===== src/rtl/ar_scan_pkg.sv =====
`default_nettype none
// ============================================================================
// Module   : ar_scan_pkg
// Purpose  : Shared types and constants for the ar_mux_scan sequencing stage.
// Revision : 1.0 - initial release
// ============================================================================
package ar_scan_pkg;

    localparam int NUM_CH = 4;
    localparam int SEL_W  = 2;
    localparam int CNT_W  = 4;

    typedef enum logic [1:0] {
        IDLE = 2'd0,
        SCAN = 2'd1,
        DONE = 2'd2
    } state_t;

endpackage
`default_nettype wire


===== src/rtl/ar_scan_next_ch.sv =====
`default_nettype none
// ============================================================================
// Module   : ar_scan_next_ch
// Purpose  : Priority search for the lowest set mask bit strictly above sel,
//            or anywhere in the mask when from_start is set.
// Revision : 1.0 - initial release
// ============================================================================
module ar_scan_next_ch
    import ar_scan_pkg::*;
(
    input  logic [NUM_CH-1:0] mask,
    input  logic [SEL_W-1:0]  sel,
    input  logic              from_start,
    output logic [SEL_W-1:0]  next_ch,
    output logic              none
);

    // Walk from the top down so the lowest qualifying bit wins.
    always_comb begin
        next_ch = '0;
        none    = 1'b1;
        for (int i = NUM_CH - 1; i >= 0; i--) begin
            if (mask[i] && (from_start || (i > int'(sel)))) begin
                next_ch = SEL_W'(i);
                none    = 1'b0;
            end
        end
    end

endmodule
`default_nettype wire


===== src/rtl/ar_mux_scan.sv =====
`default_nettype none
// ============================================================================
// Module   : ar_mux_scan
// Purpose  : Scans the enabled channels of a 4:1 mux, dwelling DWELL cycles on
//            each, and returns the captured bits with a valid/ready handshake.
//            Optional parity output enabled by AR_MUX_SCAN_PARITY_EN.
// Revision : 1.0 - initial release
// ============================================================================
module ar_mux_scan
    import ar_scan_pkg::*;
#(
    parameter int DWELL = 2
) (
    input  logic              clk,
    input  logic              rst_n,
    input  logic              start,
    input  logic [NUM_CH-1:0] ch_mask,
    output logic [SEL_W-1:0]  sel,
    output logic              enable,
    input  logic              y,
    output logic [NUM_CH-1:0] sample,
    output logic              sample_valid,
    input  logic              sample_ready,
    output logic              busy
`ifdef AR_MUX_SCAN_PARITY_EN
    ,
    output logic              sample_par
`endif
);

    localparam logic [CNT_W-1:0] c_dwell_last = CNT_W'(DWELL - 1);

    state_t            r_state;
    state_t            w_state_nxt;
    logic [SEL_W-1:0]  r_sel;
    logic [CNT_W-1:0]  r_cnt;
    logic [NUM_CH-1:0] r_mask;
    logic [NUM_CH-1:0] r_sample;
    logic [NUM_CH-1:0] w_sample_cap;
    logic [SEL_W-1:0]  w_first_ch;
    logic              w_first_none;
    logic [SEL_W-1:0]  w_next_ch;
    logic              w_next_none;
    logic              w_last;
    logic              w_accept;

    ar_scan_next_ch u_first (
        .mask       (ch_mask),
        .sel        ('0),
        .from_start (1'b1),
        .next_ch    (w_first_ch),
        .none       (w_first_none)
    );

    ar_scan_next_ch u_next (
        .mask       (r_mask),
        .sel        (r_sel),
        .from_start (1'b0),
        .next_ch    (w_next_ch),
        .none       (w_next_none)
    );

    assign w_last   = (r_cnt == c_dwell_last);
    assign w_accept = (r_state == IDLE) && start;

    always_comb begin
        w_sample_cap        = r_sample;
        w_sample_cap[r_sel] = y;
    end

    always_ff @(posedge clk or negedge rst_n) begin
        if (!rst_n) begin
            r_state <= IDLE;
        end else begin
            r_state <= w_state_nxt;
        end
    end

    always_comb begin
        w_state_nxt  = r_state;
        enable       = 1'b0;
        busy         = 1'b0;
        sample_valid = 1'b0;
        case (r_state)
            IDLE: begin
                if (start) begin
                    w_state_nxt = w_first_none ? DONE : SCAN;
                end
            end
            SCAN: begin
                enable = 1'b1;
                busy   = 1'b1;
                if (w_last && w_next_none) begin
                    w_state_nxt = DONE;
                end
            end
            DONE: begin
                busy         = 1'b1;
                sample_valid = 1'b1;
                if (sample_ready) begin
                    w_state_nxt = IDLE;
                end
            end
            default: w_state_nxt = IDLE;
        endcase
    end

    always_ff @(posedge clk or negedge rst_n) begin
        if (!rst_n) begin
            r_sel    <= '0;
            r_cnt    <= '0;
            r_mask   <= '0;
            r_sample <= '0;
        end else if (w_accept) begin
            r_mask   <= ch_mask;
            r_sample <= '0;
            r_cnt    <= '0;
            if (!w_first_none) begin
                r_sel <= w_first_ch;
            end
        end else if (r_state == SCAN) begin
            if (w_last) begin
                r_cnt    <= '0;
                r_sample <= w_sample_cap;
                if (!w_next_none) begin
                    r_sel <= w_next_ch;
                end
            end else begin
                r_cnt <= r_cnt + 1'b1;
            end
        end
    end

    assign sel    = r_sel;
    assign sample = r_sample;

`ifdef AR_MUX_SCAN_PARITY_EN
    logic r_par;

    // Tracks the parity of whatever is written into r_sample.
    always_ff @(posedge clk or negedge rst_n) begin
        if (!rst_n) begin
            r_par <= 1'b0;
        end else if (w_accept) begin
            r_par <= 1'b0;
        end else if ((r_state == SCAN) && w_last) begin
            r_par <= ^w_sample_cap;
        end
    end

    assign sample_par = r_par;
`endif

endmodule
`default_nettype wire


===== config.mk =====
export PLATFORM = sky130hd
export DESIGN_NAME = ar_mux_scan
export DESIGN_NICKNAME = d
export VERILOG_FILES = /design/src/rtl/ar_scan_pkg.sv /design/src/rtl/ar_scan_next_ch.sv /design/src/rtl/ar_mux_scan.sv
export SDC_FILE = /design/constraint.sdc
export NUM_CORES = 1
export LEC_CHECK = 0
export BUFFER_PORTS_ARGS = -buffer_cell sky130_fd_sc_hd__buf_2
export CAP_MARGIN = 25
export CORE_UTILIZATION = 45
export DETAILED_ROUTE_END_ITERATION = 10
export PLACE_DENSITY = 0.67
export SYNTH_ARGS = -nofsm -noshare
export SYNTH_HDL_FRONTEND = slang
export SYNTH_SLANG_ARGS = --single-unit

===== constraint.sdc =====
create_clock -name clk -period 4 [get_ports clk]
set_input_delay 0.4 -clock clk [delete_from_list [all_inputs] [get_ports clk]]
set_output_delay 0.4 -clock clk [all_outputs]
set_load 0.1 [all_outputs]

==> results.ini <==
[timing]
rsz0062_at_grt=false
period_share=0.510
whs_ns=0.00897
drv_slew=0
finalSetupTns_ns=0
finClkSkew_ns=0.00309
worst_pin_slew_ns=0.510
max_freq_mhz=490
setup_violations=0
relSlewSlack=0.660
finalCriticalPeriod_ns=2.04
hold_violations=0

[global_route]
grt_pass1_wl_um=2880
grt_max_degree=17
grt_pass1_vias=650
antenna_found_initial=0
grt.total_usage=0.187
overflow=0

[floorplan]
coreArea_um2=1800
fp.dieW_um=46.8
dieArea_um2=2190
die_h_um=46.8
initial_core_util=0.502
rows=15
io_pins=18

[synth]
synthTopCellsByArea=dfrtp_1, nor2_1, ha_1, mux2i_1, nand2_1
async_reset_ff_frac=1.00
synth_ff_type=dfrtp_1
synth_top_area_frac=0.415
synth_area_um2=905
yosysTopAreaCell=dfrtp_1
syn-num-nets=118
avgSynthCellArea_um2=8.70
ys_seq_area_frac=0.415
synth_cells=104
yosysUniqueCellTypes=29
synth_warnings=0
ys_seq_elements=15
synth-edff-count=0

[cells_and_area]
seqCellArea_um2=375
area_growth_pct=11.8
layout-drive-gt1-share=0.225
layout.nets=135
fillCellCount=173
design_area_um2=1010
final_cells=145
multi_input_area_um2=469
n_antenna_cell=0

[worst_setup_path]
crit_start=r_state[1]$_DFFE_PN0P_
reg2reg_from=r_state[1]$_DFFE_PN0P_
rrSetupSlack_ns=2.25
reg2reg_depth=7
endpoint=enable
end_kind=output port
cp_data_arrival_time_ns=1.64
crit_fanout=8
r2r_end=sample[2]$_DFFE_PN0P_
required_ns=3.60
crit_path_start_kind=flip-flop
critPathKind=flip-flop to output port

[detailed_routing]
firstDrtPassIters=5
drc=0
wirelength_um=1710
ant_nets=0
routedWlPerCell_um=11.8
dr_total_vias=752
avgViaCountPerCell=5.19
drtIter0Drc=26

[clock_tree]
cts.sinks=15
cts_tree=done
cts_hold_buf=0
clock_path_buffers=2
numCtsBuffers=3
clk_latency_ns=0.28
cts_setup_buffers=0
cts_resized=0
root_buffer=clkbuf_4
path_clk_slew_ns=0.09
cts_max_level=1

[placed_design]
place_area_um2=983
finalWeightedCongestion=0.834
placed_cells=141
dp_hpwl_um=1280
io_buffers=17

[pwr]
pwr_density_cell_nw_per_um2=843
peakVddDrop_mv=0.488
p_leak_nw=0.499

[min_path]
hold_path_class=input pin to asynchronous set/reset pin

[status]
outcome=finished clean

[job]
maxCapViolCount=0

## per-stage QoR
step | setup WS [ns] | util | power, mW
6_report | 1.96 | 0.561 | 0.852
4_1_cts | 1.95 | 0.561 | 0.862
3_3_place_gp | 2.25 | 0.546 | 0.758
2_1_floorplan | 1.69 | - | 0.713
5_1_grt | 1.89 | 0.561 | 0.921
3_5_place_dp | 2.25 | 0.546 | 0.768
## final cells by class
class                      count  area share
clock buffer                   3      0.0223
inverter                       6      0.0223
tap                           25      0.0309
timing repair buffer          17      0.0842
sequential                    15       0.371
clock inverter                 1     0.00495
multi-input combinational     78       0.464
## synthesized netlist by cell type, types with 2 or more instances
cell      n
inv_1     6
o21ai_0   8
nand3_1   2
nor2_2    2
nor2b_1   2
o31ai_1   2
nor2_1   19
buf_4     2
a21oi_1   6
ha_1      5
mux2i_1   5
nor3_1    2
nand2_1  12
dfrtp_1  15
o21ai_2   2
## placed cells by master (no fill, tap or decap)
cell / Yosys / routed
nor2_1: 19 / 19
buf_2: 1 / 17
dfrtp_1: 15 / 15
nand2_1: 12 / 12
o21ai_0: 8 / 8
inv_1: 6 / 6
a21oi_1: 6 / 6
mux2i_1: 5 / 5
ha_1: 5 / 5
clkbuf_4: 0 / 3
nor2b_1: 2 / 2
o21ai_2: 2 / 2
nor3_1: 2 / 2
nor2_2: 2 / 2
nand3_1: 2 / 2
o31ai_1: 2 / 2
and2_1: 1 / 1
nand2b_1: 1 / 1
nor3b_2: 1 / 1
nor4_1: 1 / 1
a22o_1: 1 / 1
and4bb_4: 1 / 1
a22oi_1: 1 / 1
o21ai_1: 1 / 1
nand4_1: 1 / 1
xor2_1: 1 / 1
a211o_1: 1 / 1
clkinv_2: 0 / 1
## report_power, final
group	switching, mW	internal [mW]	total [mW]
Clock	0.0494	0.0371	0.0864
Combinational	0.387	0.120	0.508
Sequential	0.0604	0.198	0.258
## worst max-delay path, stage by stage, from the launching register on
cell,delay [ns]
dfrtp_1,0.41
inv_1,0.10
ha_1,0.35
buf_2,0.49
## worst min path at each step
stage	slack, ns	from	to	cells past startpoint
finish	0.009	rst_n	r_cnt[2]$_DFFE_PN0P_	1
global route	0.02	rst_n	r_cnt[2]$_DFFE_PN0P_	1
CTS	0.007	rst_n	r_cnt[2]$_DFFE_PN0P_	1
detailed placement	0.33	rst_n	r_state[1]$_DFFE_PN0P_	1
global placement	0.32	rst_n	r_state[1]$_DFFE_PN0P_	1
floorplan	0.10	rst_n	r_cnt[0]$_DFFE_PN0P_	0
## per-layer routing
layer	up-vias	part of all wire	track usage
met1	344	0.49	0.257
met2	21	0.47	0.303
li1	385	-	-
met5	-	0	0
met3	2	0.041	0.0346
met4	0	0.0023	0.0514
## state kept, by name (all words and copies together), names as in the netlist
name     count
r_cnt        4
r_mask       3
r_state      2
sample       4
sel          2
## cells by family after synthesis
kind of cell,share of synthesized area
buf+inv,0.0664
mux,0.0553
simple gates,0.238
flops,0.415
fa+ha+maj,0.0692
compound gates,0.147
xor+xnor,0.00968
Power figures use the tool's default switching activity.
